==> config.mk <==
export PLATFORM = sky130hd
export DESIGN_NAME = alu_pipeline
export DESIGN_NICKNAME = d
export VERILOG_FILES = /design/src/rtl/alu_pkg.sv /design/src/rtl/alu_core.sv /design/src/rtl/alu_pipeline.sv
export SDC_FILE = /design/constraint.sdc
export NUM_CORES = 1
export LEC_CHECK = 0
export CAP_MARGIN = 10
export CORE_UTILIZATION = 45
export DETAILED_ROUTE_END_ITERATION = 10
export PLACE_DENSITY = 0.69
export SLEW_MARGIN = 20
export SYNTH_ARGS = -nofsm -noshare
export SYNTH_HDL_FRONTEND = slang
export SYNTH_HIERARCHICAL = 1
export SYNTH_SLANG_ARGS = --single-unit
==> constraint.sdc <==
create_clock -name clk -period 10.6 [get_ports clk]
set_input_delay 2.65 -clock clk [delete_from_list [all_inputs] [get_ports clk]]
set_output_delay 2.65 -clock clk [all_outputs]
set_load 0.005 [all_outputs]
==> src/rtl/alu_pkg.sv <==
// rtl/alu_pkg.sv - shared opcode, flag index and counter width definitions for the ALU pipeline
package alu_pkg;

    typedef enum logic [3:0] {
        OP_ADD = 4'd0,
        OP_SUB = 4'd1,
        OP_AND = 4'd2,
        OP_OR  = 4'd3,
        OP_XOR = 4'd4,
        OP_NOT = 4'd5,
        OP_SHL = 4'd6,
        OP_SHR = 4'd7,
        OP_ASR = 4'd8,
        OP_MUL = 4'd9
    } op_e;

    localparam int FLAG_C = 0;
    localparam int FLAG_Z = 1;
    localparam int FLAG_N = 2;
    localparam int FLAG_V = 3;

    localparam int CNT_W = 16;

endpackage

==> src/rtl/alu_core.sv <==
// rtl/alu_core.sv - combinational ALU operation and flag logic
module alu_core
    import alu_pkg::*;
#(
    parameter int N = 4
) (
    input  logic [N-1:0] a,
    input  logic [N-1:0] b,
    input  logic [3:0]   sel,
    output logic [N-1:0] y,
    output logic [3:0]   flags
);

    localparam int SW = $clog2(N);

    logic [SW-1:0]  sh;
    logic [N:0]     sum;
    logic [N:0]     diff;
    logic [N:0]     shl_x;
    logic [N:0]     shr_x;
    logic [N:0]     asr_x;
    logic [2*N-1:0] prod;
    logic           c;
    logic           v;
    logic           legal;

    assign sh   = b[SW-1:0];
    assign sum  = {1'b0, a} + {1'b0, b};
    assign diff = {1'b0, a} - {1'b0, b};
    // One guard bit on each shift catches the last bit shifted out; it is 0 for a zero shift.
    assign shl_x = {1'b0, a} << sh;
    assign shr_x = {a, 1'b0} >> sh;
    assign asr_x = $signed({a, 1'b0}) >>> sh;
    assign prod  = {{N{1'b0}}, a} * {{N{1'b0}}, b};

    always_comb begin
        y     = '0;
        c     = 1'b0;
        v     = 1'b0;
        legal = 1'b1;
        case (sel)
            OP_ADD: begin
                y = sum[N-1:0];
                c = sum[N];
                v = (a[N-1] == b[N-1]) && (sum[N-1] != a[N-1]);
            end
            OP_SUB: begin
                y = diff[N-1:0];
                c = diff[N];
                v = (a[N-1] != b[N-1]) && (diff[N-1] != a[N-1]);
            end
            OP_AND: y = a & b;
            OP_OR:  y = a | b;
            OP_XOR: y = a ^ b;
            OP_NOT: y = ~a;
            OP_SHL: begin
                y = shl_x[N-1:0];
                c = shl_x[N];
            end
            OP_SHR: begin
                y = shr_x[N:1];
                c = shr_x[0];
            end
            OP_ASR: begin
                y = asr_x[N:1];
                c = asr_x[0];
            end
            OP_MUL: begin
                y = prod[N-1:0];
                c = |prod[2*N-1:N];
            end
            default: legal = 1'b0;
        endcase
        flags         = '0;
        flags[FLAG_C] = c;
        flags[FLAG_V] = v;
        flags[FLAG_Z] = legal && (y == '0);
        flags[FLAG_N] = legal && y[N-1];
    end

endmodule

==> src/rtl/alu_pipeline.sv <==
// rtl/alu_pipeline.sv - valid/ready ALU pipeline with global stall and operation counters
module alu_pipeline
    import alu_pkg::*;
#(
    parameter int N      = 4,
    parameter int STAGES = 2
) (
    input  logic             clk,
    input  logic             reset,
    input  logic             in_valid,
    output logic             in_ready,
    input  logic [N-1:0]     A,
    input  logic [N-1:0]     B,
    input  logic [3:0]       Sel,
    output logic             out_valid,
    input  logic             out_ready,
    output logic [N-1:0]     Output,
    output logic [3:0]       flags_Output,
    output logic [CNT_W-1:0] op_count,
    output logic [CNT_W-1:0] stall_count
);

    logic [N-1:0]  a_q;
    logic [N-1:0]  b_q;
    logic [3:0]    sel_q;
    logic [STAGES:1] v_q;
    logic [N-1:0]  y_q [2:STAGES];
    logic [3:0]    f_q [2:STAGES];
    logic [N-1:0]  core_y;
    logic [3:0]    core_f;
    logic          advance;

    assign advance      = !out_valid || out_ready;
    assign in_ready     = advance;
    assign out_valid    = v_q[STAGES];
    assign Output       = y_q[STAGES];
    assign flags_Output = f_q[STAGES];

    alu_core #(.N(N)) u_core (
        .a     (a_q),
        .b     (b_q),
        .sel   (sel_q),
        .y     (core_y),
        .flags (core_f)
    );

    // Data only loads behind a valid bit, so bubbles never disturb the held output.
    always_ff @(posedge clk or negedge reset) begin
        if (!reset) begin
            v_q   <= '0;
            a_q   <= '0;
            b_q   <= '0;
            sel_q <= '0;
            for (int i = 2; i <= STAGES; i++) begin
                y_q[i] <= '0;
                f_q[i] <= '0;
            end
        end else if (advance) begin
            v_q[1] <= in_valid;
            if (in_valid) begin
                a_q   <= A;
                b_q   <= B;
                sel_q <= Sel;
            end
            v_q[2] <= v_q[1];
            if (v_q[1]) begin
                y_q[2] <= core_y;
                f_q[2] <= core_f;
            end
            for (int i = 3; i <= STAGES; i++) begin
                v_q[i] <= v_q[i-1];
                if (v_q[i-1]) begin
                    y_q[i] <= y_q[i-1];
                    f_q[i] <= f_q[i-1];
                end
            end
        end
    end

    always_ff @(posedge clk or negedge reset) begin
        if (!reset) begin
            op_count    <= '0;
            stall_count <= '0;
        end else if (out_valid) begin
            if (out_ready) begin
                op_count <= op_count + CNT_W'(1);
            end else if (stall_count != '1) begin
                stall_count <= stall_count + CNT_W'(1);
            end
        end
    end

endmodule
==> metrics.cfg <==
[detailed_routing]
drtIter0Drc=273
dr.pass1.iters=4
post_drt_wl_per_cell_um=15.8
drc=0
routed_wl_um=8480
viasPerCell=5.76
vias=3090
antenna_left=0

[sta]
rsz0062_at_grt=no
drv_slew=0
max-slew-margin-rel=0.537
finalSetupViolCount=0
fin_crit_ns=6.56
worst_pin_slew_ns=0.695
fin_skew_ns=0.00902
max_clock_freq_mhz=152
finalHoldViolCount=0
finalCritPeriodShare=0.619
setup_tns_ns=0

[die]
die-height_um=93.2
design.core.area_sq_mm=0.00789
boundaryPins=58
die_area_sq_mm=0.00869
initial_core_util=0.475
die_w_um=93.2
rows=32

[yosys]
synth_edf_count=0
async_reset_ff_frac=1.00
synth_area_sq_mm=0.00374
synthCells=381
synth_area_per_cell_sq_um=9.83
synth_ff_type=dfrtp_1
synth_warnings=6
synth_nets=430
synth_cell_types=65
synth-seq-area-share=0.361
synth-seq-cells=54

[placement]
place_congestion=0.915
io_buffer_count=57
dp_cells=529
hpwlAfterDp_um=6350

[clocking]
clk_latency_ns=0.30
cts_resized=0
cts_sinks=54
root_buffer=clkbuf_8
cts_inserted_buffers=5
clockBufferDepth=2
cts_tree=built
clkSlewWorstSetupHoldPaths_ns=0.10
post_cts_buffers=0
hold_buffers=0
htree_levels=2

[layout]
drive_above_1_share=0.111
nFillCells=715
finalNonFillerCells=536
final_util=0.564
antenna_cells=0
syn2layout_area_growth_pct=18.9
nNetsFinal=483

[critical_path]
cp-end-kind=primary output
crit_fanout=10
startpoint_type=primary input
path_class=primary input to primary output
cp.required_ns=7.95
worstPathArrival_ns=3.91

[power_and_ir_drop]
power_density_mw_per_mm2=174
peakVddDrop_uv=74.1
leakage_nw=2.02

[global_routing]
gr-total-overflow=0
grt_pass1_vias=2992
grt_pass1_wl_um=14300
grt_usage=0.205
antenna_found_initial=0
grt_max_degree=55

[run]
max_cap_viol_count=0

[run_status]
status=finished, final reports clean

[min_path]
hold_class=flop to flop

[report_power, final]
group          switching [mW]  total, mW  internal, mW
clock network          0.0668      0.112        0.0453
registers              0.0707      0.321         0.250
logic                   0.159      0.342         0.183
total                   0.296      0.775         0.479
[synthesized netlist by cell type (5+ instances only)]
library cell,count,area [sq um]
nand3_1,10,50.1
nand2_1,34,128
mux2_2,23,259
nor2b_1,5,31.3
dfrtp_1,54,1350
nor2_1,28,105
o21ai_0,14,70.1
xnor2_1,11,96.3
inv_1,19,71.3
xor2_1,17,149
nor3_1,16,80.1
fa_1,6,120
and2_1,5,31.3
nand4_1,11,68.8
ha_1,27,338
a21oi_1,10,50.1
[layer usage]
layer,vias to the layer above,GRT usage,routed length (um)
li1,1477,-,-
met1,1505,0.282,3950
met5,-,0,0
met4,0,0.0410,70
met3,6,0.0447,541
met2,102,0.331,3930
[worst paths after layout]
kind | slack [ns] | to | from | depth (start not counted)
max | 4.04 | in_ready | out_ready | 4
min | 0.49 | op_count[15]$_DFFE_PN0P_ | op_count[15]$_DFFE_PN0P_ | 1
max reg2reg | 6.68 | flags_Output[0]$_DFFE_PN0P_ | b_q[1]$_DFFE_PN0P_ | 12
min reg2reg | 0.49 | op_count[15]$_DFFE_PN0P_ | op_count[15]$_DFFE_PN0P_ | 1
max in group asynchronous | 7.67 | b_q[2]$_DFFE_PN0P_ | reset | 2
min in group asynchronous | 2.45 | flags_Output[0]$_DFFE_PN0P_ | reset | 2
[cell usage in the layout (no fill, tap or decap), drive strengths merged, types with 3 or more instances in the layout]
cell type,synthesis,routed
a31oi,4,4
dfrtp,54,54
ha,27,27
nand4,12,12
clkbuf,3,5
mux2i,3,3
inv,21,21
and4,4,4
o22ai,3,3
o21ai,15,15
xnor2,11,11
xor2,17,17
a22oi,3,3
clkdlybuf4s50,0,56
and2,5,5
nor3,16,16
a21o,4,4
nand3,10,10
nor2,29,29
fa,6,6
nand2,34,34
nor4,4,4
o311ai,3,3
nand2b,3,3
nor2b,6,6
and3,4,4
mux2,25,25
a211oi,4,4
o211ai,5,5
a21oi,10,10
[state kept, by name, indices dropped and copies added, names as in the netlist]
signal,flops
Output,4
a_q,4
stall_count,16
v_q,2
sel_q,4
op_count,16
b_q,4
flags_Output,4
[metrics by stage]
step                setup WS (ns)  hold WS (ns)  total power [mW]  area (sq um)
CTS                          4.03         0.504             0.781          4450
detailed placement           4.04         0.485             0.665          4370
global placement             4.05         0.462             0.656          4370
global route                 3.98         0.519             0.837          4450
finish                       4.04         0.494             0.775          4450
floorplan                    5.07         0.457             0.524          3740
[worst max-delay path, cell delays in order]
cell and delay (ns):
clkdlybuf4s50_1 0.54, nor2b_4 0.09, inv_4 0.12, clkdlybuf4s50_1 0.51
[kinds of logic after synthesis]
logic type                 after synthesis  share of synthesized area
AOI/OAI and AO/OA                       67                      0.122
muxes                                   28                     0.0852
xor gates and xnor gates                28                     0.0655
and+or+nand+nor                        138                      0.202
buffers and inverters                   33                     0.0421
DFF                                     54                      0.361
adders and majority gates               33                      0.122
[final cells by class]
cell class / count / area, sq um / area share
sequential: 54 / 1350 / 0.304
clock inverter: 2 / 15.0 / 0.00337
clock buffer: 5 / 68.8 / 0.0155
timing repair buffer: 58 / 573 / 0.129
tap: 102 / 128 / 0.0287
multi-input combinational: 294 / 2230 / 0.502
inverter: 21 / 81.3 / 0.0183
Note: power is estimated with default switching activity, not from simulation.
